`src/rtl/muldiv_pkg.sv`:
```
// Shared definitions for the sequential multiply/divide unit: op and state
// encodings, default iteration count and a small two's-complement helper.
package muldiv_pkg;

    localparam int ITER_DEF = 32;

    typedef enum logic [1:0] {
        OP_MULTU = 2'b00,
        OP_MULT  = 2'b01,
        OP_DIVU  = 2'b10,
        OP_DIV   = 2'b11
    } op_e;

    typedef enum logic [1:0] {
        S_IDLE = 2'b00,
        S_CALC = 2'b01,
        S_FIX  = 2'b10,
        S_DONE = 2'b11
    } state_e;

    function automatic logic [31:0] cond_neg(input logic [31:0] v, input logic neg);
        return neg ? (~v + 32'd1) : v;
    endfunction

endpackage

```
`src/rtl/muldiv_step.sv`:
```
// One radix-2 iteration: conditional add + right shift for multiply,
// restoring trial subtract + left shift for divide.
module muldiv_step
    import muldiv_pkg::*;
(
    input  logic        is_div,
    input  logic [31:0] acc_hi,
    input  logic [31:0] acc_lo,
    input  logic [31:0] opnd,
    output logic [31:0] nxt_hi,
    output logic [31:0] nxt_lo
);

    logic [32:0] sum;
    logic [32:0] shifted;
    logic        fits;

    always_comb begin
        sum     = {1'b0, acc_hi} + (acc_lo[0] ? {1'b0, opnd} : 33'd0);
        shifted = {acc_hi, acc_lo[31]};
        fits    = (shifted >= {1'b0, opnd});
        nxt_hi  = 32'd0;
        nxt_lo  = 32'd0;
        if (is_div) begin
            // partial remainder always stays below the divisor, so 32 bits suffice
            nxt_hi = fits ? (shifted[31:0] - opnd) : shifted[31:0];
            nxt_lo = {acc_lo[30:0], fits};
        end else begin
            nxt_hi = sum[32:1];
            nxt_lo = {sum[0], acc_lo[31:1]};
        end
    end

endmodule

```
`src/rtl/muldiv_seq.sv`:
```
// Sequential 32-bit multiply/divide unit with HI/LO result registers.
//   state  | meaning
//   S_IDLE | waiting for start; hi_we/lo_we honoured
//   S_CALC | ITER magnitude iterations through muldiv_step
//   S_FIX  | sign correction / divide-by-zero fixup, results land in hi/lo
//   S_DONE | done pulse cycle, returns to S_IDLE
module muldiv_seq
    import muldiv_pkg::*;
#(
    parameter int ITER = ITER_DEF
) (
    input  logic        clk,
    input  logic        rst,
    input  logic        start,
    input  logic [1:0]  op,
    input  logic [31:0] x,
    input  logic [31:0] y,
    input  logic        hi_we,
    input  logic        lo_we,
    input  logic [31:0] wdata,
    output logic        busy,
    output logic        done,
    output logic        div_by_zero,
    output logic [31:0] hi,
    output logic [31:0] lo
);

    localparam int CNT_W = $clog2(ITER) + 1;
    localparam logic [CNT_W-1:0] CNT_LOAD = CNT_W'(ITER - 1);

    state_e           state;
    logic [CNT_W-1:0] cnt;
    logic [31:0]      acc_hi;
    logic [31:0]      acc_lo;
    logic [31:0]      opnd;
    logic             is_div_r;
    logic             neg_q;
    logic             neg_r;
    logic             dbz_r;

    logic             in_div;
    logic             in_sx;
    logic             in_sy;
    logic [31:0]      mag_x;
    logic [31:0]      mag_y;
    logic [31:0]      step_hi;
    logic [31:0]      step_lo;
    logic [63:0]      prod_neg;
    logic [31:0]      res_hi;
    logic [31:0]      res_lo;

    always_comb begin
        in_div = (op == OP_DIVU) || (op == OP_DIV);
        in_sx  = ((op == OP_MULT) || (op == OP_DIV)) && x[31];
        in_sy  = ((op == OP_MULT) || (op == OP_DIV)) && y[31];
        mag_x  = cond_neg(x, in_sx);
        mag_y  = cond_neg(y, in_sy);
    end

    muldiv_step u_step (
        .is_div (is_div_r),
        .acc_hi (acc_hi),
        .acc_lo (acc_lo),
        .opnd   (opnd),
        .nxt_hi (step_hi),
        .nxt_lo (step_lo)
    );

    always_comb begin
        prod_neg = ~{acc_hi, acc_lo} + 64'd1;
        res_hi   = acc_hi;
        res_lo   = acc_lo;
        if (!is_div_r) begin
            {res_hi, res_lo} = neg_q ? prod_neg : {acc_hi, acc_lo};
        end else begin
            // with a zero divisor the remainder path already reproduces x
            res_lo = dbz_r ? 32'hFFFF_FFFF : cond_neg(acc_lo, neg_q);
            res_hi = cond_neg(acc_hi, neg_r);
        end
    end

    always_ff @(posedge clk) begin
        if (rst) begin
            state       <= S_IDLE;
            cnt         <= '0;
            acc_hi      <= 32'd0;
            acc_lo      <= 32'd0;
            opnd        <= 32'd0;
            is_div_r    <= 1'b0;
            neg_q       <= 1'b0;
            neg_r       <= 1'b0;
            dbz_r       <= 1'b0;
            busy        <= 1'b0;
            done        <= 1'b0;
            div_by_zero <= 1'b0;
            hi          <= 32'd0;
            lo          <= 32'd0;
        end else begin
            done        <= 1'b0;
            div_by_zero <= 1'b0;
            case (state)
                S_IDLE: begin
                    if (start) begin
                        state    <= S_CALC;
                        busy     <= 1'b1;
                        cnt      <= CNT_LOAD;
                        is_div_r <= in_div;
                        neg_q    <= in_sx ^ in_sy;
                        neg_r    <= in_sx;
                        dbz_r    <= in_div && (y == 32'd0);
                        acc_hi   <= 32'd0;
                        acc_lo   <= in_div ? mag_x : mag_y;
                        opnd     <= in_div ? mag_y : mag_x;
                    end else begin
                        if (hi_we) hi <= wdata;
                        if (lo_we) lo <= wdata;
                    end
                end
                S_CALC: begin
                    acc_hi <= step_hi;
                    acc_lo <= step_lo;
                    if (cnt == '0) begin
                        state <= S_FIX;
                    end else begin
                        cnt <= cnt - 1'b1;
                    end
                end
                S_FIX: begin
                    hi          <= res_hi;
                    lo          <= res_lo;
                    done        <= 1'b1;
                    div_by_zero <= dbz_r;
                    state       <= S_DONE;
                end
                default: begin
                    busy  <= 1'b0;
                    state <= S_IDLE;
                end
            endcase
        end
    end

endmodule

```
`config.mk`:
```
export PLATFORM = sky130hd
export DESIGN_NAME = muldiv_seq
export DESIGN_NICKNAME = d
export VERILOG_FILES = /design/src/rtl/muldiv_pkg.sv /design/src/rtl/muldiv_step.sv /design/src/rtl/muldiv_seq.sv
export SDC_FILE = /design/constraint.sdc
export NUM_CORES = 1
export LEC_CHECK = 0
export CAP_MARGIN = 10
export CORE_AREA = 8 8 179 181
export CTS_CLUSTER_SIZE = 12
export DETAILED_ROUTE_END_ITERATION = 10
export DIE_AREA = 0 0 187 189
export PLACE_DENSITY = 0.75
export SETUP_SLACK_MARGIN = 0.5
export SLEW_MARGIN = 40
export SYNTH_ARGS = -nofsm -noshare
export SYNTH_HDL_FRONTEND = slang
export SYNTH_SLANG_ARGS = --single-unit
export TNS_END_PERCENT = 20
```
`constraint.sdc`:
```
create_clock -name clk -period 3.6 [get_ports clk]
set_input_delay 0.9 -clock clk [delete_from_list [all_inputs] [get_ports clk]]
set_output_delay 0.9 -clock clk [all_outputs]
set_load 0.1 [all_outputs]
```
* Word level (Yosys, flattened, before mapping)
Index checks and enable logic that the tools add are counted.
** Word-level totals
- Input bits :: 103
- Register bits :: 175
- Word-level logic and storage cells :: 94
- Output and inout bits :: 67
** Operators by class
- Eq/ne operators :: 11
- Multiplexer cells :: 33
- $lt $le $gt $ge :: 1
- Bitwise gates (word level) :: 8
- Reductions and logical operators :: 19
- $add $sub $neg :: 8
** Operators by type and width (number)
- 32-bit 2-to-1 mux :: 19
- 32-bit case mux with 2 select lines :: 4
- 32-bit by 1-bit adder with 32-bit output, second input constant :: 4
- 32-bit NOT :: 4
- 64-bit by 1-bit adder with 64-bit output, second input constant :: 1
- 64-bit 2-to-1 mux :: 1
- 64-bit NOT :: 1
- 32-bit by 33-bit adder with 33-bit output :: 1
- 33-bit by 32-bit greater-or-equal comparator with 1-bit output :: 1
- 32-bit zero test :: 1
- 32-bit subtractor :: 1
- 6-bit 2-to-1 mux :: 2
- 2-bit != test, second input constant :: 6
- 6-bit case mux with 2 select lines :: 1
- 3-bit AND reduction :: 3
- 2-bit AND reduction :: 4
- 2-bit == test, second input constant :: 3
- 6-bit zero test :: 1
- 2-bit case mux with 3 select lines :: 1
- 6-bit by 1-bit subtractor with 6-bit output, second input constant :: 1
- 2-bit by 1-bit == test with 1-bit output, second input constant :: 2
- 2-bit 2-to-1 mux :: 2
- 2-bit nonzero test :: 2
- 2-bit OR reduction :: 2
- other kinds (7) :: 12

* Depth between registers and ports, before layout
- Depth in word-level cells :: 7
- Depth in mapped cells :: 14

* Hierarchy
From an unflattened synthesis, not the netlist that was laid out.
** Unflattened totals
- Cell total of the unflattened synthesis :: 2091
- Area total of the unflattened synthesis :: 15781.4 um^2
** Modules (own cells, without submodules)
- muldiv_seq :: instances 1, cells each 1386, area an instance 10914.2 um^2, seq. area each 3503.4 um^2
- muldiv_step :: instances 1, cells each 705, area an instance 4867.2 um^2, seq. area each 0.0 um^2

* Least setup slack after synthesis
No wires, ideal clock.
- Path type :: input to register
- Start point :: in y[10]
- End point :: reg acc_lo[18]
- Path slack :: 0.397 ns
- Setup time :: 0.114 ns
- Buffers on the path :: 1
- Data arrival time :: 3.089 ns
- Stages :: 9
- Required time :: 3.486 ns
- Cell sequence :: or4_4 > nor4_1 > and2_0 > clkbuf_1 > a31oi_1 > xor2_1 > o311ai_0 > a21oi_1 > a21o_1
** On the way
- Longest elaborated chain between the ends :: 6
** Ends and longest elaborated chain
- start: declaration :: line muldiv_seq.sv:17 : input logic [31:0] y,
- 32-bit NOT :: line muldiv_pkg.sv:22 : return neg ? (~v + 32'd1) : v;
- 32-bit by 1-bit adder with 32-bit output :: line muldiv_pkg.sv:22
- 32-bit 2-to-1 mux :: line muldiv_pkg.sv:22
- 32-bit 2-to-1 mux :: line muldiv_seq.sv:112 : acc_lo <= in_div ? mag_x : mag_y;
- 32-bit 2-to-1 mux :: line muldiv_seq.sv:103 : if (start) begin
- 32-bit case mux with 2 select lines :: line muldiv_seq.sv:101 : case (state)
- end signal: assignment :: line muldiv_seq.sv:112
- end signal: assignment :: line muldiv_seq.sv:121 : acc_lo <= step_lo;
- end: declaration :: line muldiv_seq.sv:34 : logic [31:0] acc_lo;
Every way passes these cells. The select of a mux whose other input is x is not followed.
A chain may end at the register's enable or synchronous reset.

* Final worst setup path
- Start point :: in y[21]
- End point :: reg acc_lo[29]
The elaborated chain is that of the path after synthesis.

==> results.sh <==
export IMPL_critPathMaxFanout=3
export IMPL_synth_top_area_cell="dfxtp_1"
export IMPL_synth_cell_types=90
export IMPL_fmax_ghz=0.3201
export IMPL_min_path_type="reg2reg"
export IMPL_synth_ff_type="dfxtp_1"
export IMPL_num_io_pins=170
export IMPL_synth_compound_area_frac=0.2994
export IMPL_cts_tree="built"
export IMPL_syn_nets=2235
export IMPL_leakage_nw=7.909
export IMPL_setup_viol=0
export IMPL_dr_pass1_iters=6
export IMPL_final_area_mm2=0.01966
export IMPL_synth_edff_count=0
export IMPL_grt_overflow=0
export IMPL_finalClockSkew_ns=0.01574
export IMPL_initialDrtViolationCount=2020
export IMPL_fp_dieArea_mm2=0.03534
export IMPL_p_per_area_mw_per_mm2=665.5
export IMPL_initial_core_util=0.5209
export IMPL_grt_max_degree=75
export IMPL_hpwl_mm=48.93
export IMPL_synth_seq_area_share=0.2300
export IMPL_ant_nets=0
export IMPL_cts_made_buffers=17
export IMPL_clk_latency_ns=0.46
export IMPL_grt_pass1_wl_mm=94.58
export IMPL_finalNonFillerCells=2708
export IMPL_final_core_util=0.6721
export IMPL_routed_wl_mm=63.01
export IMPL_min_period_ns=3.124
export IMPL_syn_cell_area_mm2=0.01523
export IMPL_rsz0062_at_grt="true"
export IMPL_clockBufferDepth=2
export IMPL_avgSynthCellArea_um2=7.409
export IMPL_route_detailed_drc=0
export IMPL_post_route_period_util=0.8678
export IMPL_antenna_cells=0
export IMPL_p_clk_frac=0.149
export IMPL_internal_power_w=0.006221
export IMPL_wl_per_cell_um=23.27
export IMPL_yosys_area_share_simple=0.2037
export IMPL_grt_usage=0.3360
export IMPL_end_kind="flip-flop"
export IMPL_synthTopCellsByArea="dfxtp_1 23%, a21oi_1 6.8%, ha_1 6.1%, xnor2_1 5.4%, nor2_1 5.0%"
export IMPL_fp_dieH_um=189
export IMPL_tightest_slew_ns=0.8282
export IMPL_synth_xor_area_frac=0.09602
export IMPL_holdBufCountCts=0
export IMPL_drv_slew=0
export IMPL_swShare=0.5244
export IMPL_gp_congestion=1.034
export IMPL_layout_nets=2484
export IMPL_muxShareOfSynthArea=0.04895
export IMPL_switchingPower_w=0.006860
export IMPL_status="finished clean"
export IMPL_synthCells=2056
export IMPL_yosys_warnings=0
export IMPL_p_comb_frac=0.633
export IMPL_die_w_um=187
export IMPL_grt_pass1_vias=16220
export IMPL_startpoint_type="primary input"
export IMPL_crit_arrival_ns=3.44
export IMPL_required_ns=3.91
export IMPL_dpl_instance_area_mm2=0.01803
export IMPL_cts_sinks=175
export IMPL_peakVddDrop_uv=826.1
export IMPL_portBuffers=169
export IMPL_placed_cells=2647
export IMPL_synth_top_family_by_area="compound AO/OA/AOI/OAI gates"
export IMPL_via_per_inst=6.428
export IMPL_setup_worst_path_class="in2reg"
export IMPL_synthAdderAreaFrac=0.06341
export IMPL_core_area_mm2=0.02924
export IMPL_path_clk_slew_ns=0.07
export IMPL_synth_top_cell_area_share=0.2300
export IMPL_antenna_found_initial=1
export IMPL_vias=17410
export IMPL_area_growth_pct=29.04
export IMPL_clockRootBuffer="clkbuf_16"
export IMPL_ys_ff_latch=175
export IMPL_synthArstFlopShare=0
export IMPL_slew_headroom=0.4479
export IMPL_htreeDepth=4
export IMPL_hold_viol_final=0
export IMPL_drive_gt1_frac=0.2148
export IMPL_rows=63
export IMPL_drv_cap=0
export IMPL_p_seq_frac=0.218
## cells in the mapped netlist, types with 6 or more instances
| master | n |
|---|---|
| ha_1 | 74 |
| clkbuf_1 | 119 |
| nor2b_1 | 7 |
| mux2_2 | 28 |
| or2_2 | 10 |
| o211ai_1 | 36 |
| o21bai_1 | 9 |
| a22oi_1 | 12 |
| o41ai_1 | 18 |
| o21ai_0 | 126 |
| and2_1 | 18 |
| nor2_1 | 201 |
| xor2_1 | 73 |
| a21oi_1 | 208 |
| o221ai_1 | 24 |
| dfxtp_1 | 175 |
| nor3_1 | 57 |
| o31ai_1 | 25 |
| a221oi_1 | 6 |
| xnor2_1 | 94 |
| and3_1 | 10 |
| a211oi_1 | 64 |
| mux2i_1 | 43 |
| nand2b_1 | 14 |
| a21o_1 | 31 |
| or4_1 | 12 |
| or3_1 | 13 |
| buf_2 | 7 |
| a31oi_1 | 22 |
| nor4_1 | 20 |
| inv_1 | 74 |
| a211o_1 | 11 |
| nand3_1 | 35 |
| o21a_1 | 12 |
| a311oi_1 | 8 |
| o31a_1 | 10 |
| buf_1 | 12 |
| nand2_1 | 200 |
| nand4_1 | 20 |
| o21ai_1 | 8 |
## stage by stage
stage                     hold WS (ns)  power (W)  setup WS [ns]  TNS [ns]
after global routing            0.4814    0.01366         0.3487         0
after CTS                       0.4538    0.01256         0.4122         0
after floorplan                 0.4319   0.008106         0.4199         0
after global placement          0.4416    0.01041       -0.04558  -0.04630
after detailed placement        0.4440    0.01050        -0.1193   -0.2483
final                           0.4539    0.01308         0.4758         0
## layout make-up
class	count	area [um2]
Clock buffer	18	429.2
Timing Repair Buffer	376	3201
Tap cell	390	488.0
Clock inverter	14	171.4
Multi-Input combinational cell	1659	11550
Sequential cell	175	3523
Inverter	76	291.5
Fill cell	2487	9588
## path summary, 6_finish.rpt
kind	start	endpoint	slack, ns	depth (start not counted)
max reg2reg	acc_lo[7]	hi[31]	0.48	8
min reg2reg	lo[31]	lo[31]	0.45	2
max	y[21]	acc_lo[29]	0.48	10
min	lo[31]	lo[31]	0.45	2
## critical path: stages
cell,delay (ns)
clkdlybuf4s50_1,0.42
or4_1,0.59
nor4_2,0.32
nand3b_1,0.19
buf_4,0.17
o31ai_1,0.29
xor2_1,0.21
mux2i_1,0.09
o21ai_0,0.16
a211oi_1,0.09
## sequential cells by signal (all words and copies together) (netlist names)
signal and flops:
busy 1, hi 32, neg_q 1, div_by_zero 1, dbz_r 1, neg_r 1, lo 32, acc_lo 32
state 2, opnd 32, acc_hi 32, cnt 6, done 1, is_div_r 1
## layout by cell type, fill, tap and decap left out, types with 32 or more instances in the layout
cell type and count:
o211ai_1 36, nor3_1 54, clkdlybuf4s50_1 97, o21ai_0 113, buf_4 263, mux2i_1 42
nand2_1 196, dfxtp_1 161, ha_1 51, a21oi_1 201, nand3_1 32, inv_1 65
xnor2_1 88, xor2_1 71, a211oi_1 58, nor2_1 191
## cell families (layout without fill, tap and decap cells)
kind of cell / after synthesis / count (layout)
fa+ha+maj: 76 / 76
xor+xnor: 167 / 167
mux: 71 / 71
buf+inv: 222 / 484
compound gates: 694 / 694
flops: 175 / 175
simple gates: 651 / 651
## metal layers
layer	global-route usage	vias up	share of wire
met5	0	-	0.00022
met4	0.1860	2	0.058
met3	0.06531	173	0.094
met2	0.5291	940	0.45
met1	0.4280	8234	0.40
li1	-	8057	-
## power by group through the flow
| stage | Sequential, W | Combinational, W | Clock [W] |
|---|---|---|---|
| 2_1_floorplan | 0.00408 | 0.00403 | 0 |
| 3_3_place_gp | 0.00284 | 0.00757 | 0 |
| 3_5_place_dp | 0.00287 | 0.00763 | 0 |
| 4_1_cts | 0.00284 | 0.00778 | 0.00194 |
| 5_1_grt | 0.00291 | 0.00873 | 0.00202 |
| 6_report | 0.00286 | 0.00828 | 0.00195 |
## timing repair
| action | CTS | global route |
|---|---|---|
| setup endpoints to repair | 51 | 75 |
| resized for setup | 56 | 110 |
| gates cloned | 0 | 2 |
| pin swaps | 11 | 54 |
| buffers inserted | 5 | 22 |
Note: power is estimated with default switching activity, not from simulation.
==> RTL change: new RTL, config.mk and constraints unchanged <==
Set the package constant `ITER_DEF` to 64 (it was 32).
--- a/src/rtl/muldiv_pkg.sv
+++ b/src/rtl/muldiv_pkg.sv
@@ -3,5 +3,5 @@
 package muldiv_pkg;
 
-    localparam int ITER_DEF = 32;
+    localparam int ITER_DEF = 64;
 
     typedef enum logic [1:0] {
Check against the original RTL: no difference found for any inputs over 4 cycles, from zero or initial values and one cycle with rst high; that may be too few to reach the edited logic, so the function may still have changed.
==> RTL change against the unedited design <==
Via count fell by 5.5%; sequential share of layout area up 0.99 points; largest cell class unchanged; largest power group unchanged; design area decreased by 5.1%; power is 0.78% higher; sequential cell count rose by 1; combinational power fell by 1%; routed wire length is 9.4% lower; setup slack improved by 30 ps; fmax grew 0.98%; synthesized area decreased by 2.8%; cell count decreased by 2.7%.
==> RTL change: results (changes against the unedited design) <==
[run_status]
status=finished clean

[cts]
cts_buffer_depth=2  ; unchanged
post_cts_buffers=1  ; -4
ctsResizeCount=17  ; -70%

[detailed_routing]
post_drt_wl_per_cell_um=21.7  ; -6.9%
wirelength_um=57100  ; -9.4%
routed_via_density=6.24  ; -2.9%
wl_met2_um=26200  ; -7.3%
routedLengthMet1_um=23500  ; -6.6%
highest_layer=met4
dr_wl_met3_um=4450  ; -25%
first_iter_violations=1828  ; -9.5%

[yosys]
ys_top_cells_by_count=232 x nor2_1, 226 x nand2_1, 194 x a21oi_1, 176 x dfxtp_1, 118 x o21ai_0
synthXorXnorAreaFrac_pct=10.3  ; +0.69 points
synth_adder_area_share_pct=6.52  ; +0.18 points
synth_seq_area_share_pct=23.8  ; +0.80 points
synthMuxAreaShare_pct=4.26  ; -0.64 points
yosys-top-cells-area=dfxtp_1 24%, a21oi_1 6.6%, ha_1 6.3%
synth_compound_area_share_pct=27.9  ; -2.0 points
syn_nets=2184  ; -2.3%
synth_area_per_cell_um2=7.38  ; -0.34%
ys_types=85  ; -5.6%
ys.flop_type=dfxtp_1

[pwr]
p_seq_mw=2.97  ; +4%
irDropWorstVdd_mv=0.588  ; -29%
power.share.switching_pct=53.2  ; +0.71 points
p_clk_share_pct=15.3  ; +0.4 points
p_leak_nw=7.62  ; -3.7%
p_comb_share_pct=62.2  ; -1.1 points

[layout]
num-nets-final=2411  ; -2.9%
n_fill_cell=2582  ; +3.8%
layout-drive-gt1-share_pct=18.2  ; -3.3 points
fin_area_um2=18700  ; -5.1%
post-route-util_pct=63.8  ; -3.4 points
n_antenna_cell=0  ; unchanged

[placed_design]
place_hpwl_um=44500  ; -9.1%
dpl_cell_area_um2=17500  ; -3.2%
gp_congestion=1.04  ; +1.0%
place_ws_ps=-212  ; -93.1 ps
dp_cells=2589  ; -2.2%

[grt]
grt_pass1_vias=15600  ; -3.7%
grt_util_all_layers_pct=30.5  ; -3.1 points
antenna_found_initial=0  ; -1
grtUsageMet3_pct=4.12  ; -2.4 points
grt_pass1_wl_um=87300  ; -7.7%
grt_use_met2_pct=50.5  ; -2.4 points
grtUsageMet1_pct=39.2  ; -3.6 points

[critical_path]
critPathMaxStageDelay_ps=420  ; -170 ps
cpLargestDelayFamily=compound AO/OA/AOI/OAI gates
critPathArrivalTime_ps=3370  ; -70 ps
cpMaxStageDelayCell=fa_1

[sta]
finClkSkew_ps=21.8  ; +6.06 ps
slew_headroom_pct=43.1  ; -1.7 points

## RTL change: final cells by class
cell class,count,share of cell area (%)
sequential,176,18.9
multi-input combinational,1632,58.6
clock inverter,15,1.13
tap,390,2.61
inverter,72,1.46
timing repair buffer,333,15.0
clock buffer,17,2.28
## RTL change: final timing paths
| check | startpoint | endpoint | slack, ps | depth (start not counted) |
|---|---|---|---|---|
| setup / recovery | acc_lo[31]$_SDFFE_PP0P_ | acc_hi[30]$_SDFFE_PP0P_ | 510 | 14 |
| setup reg to reg | acc_lo[31]$_SDFFE_PP0P_ | acc_hi[30]$_SDFFE_PP0P_ | 510 | 14 |
| hold / removal | opnd[9]$_SDFFE_PP0P_ | opnd[9]$_SDFFE_PP0P_ | 450 | 2 |
| hold reg to reg | opnd[9]$_SDFFE_PP0P_ | opnd[9]$_SDFFE_PP0P_ | 450 | 2 |
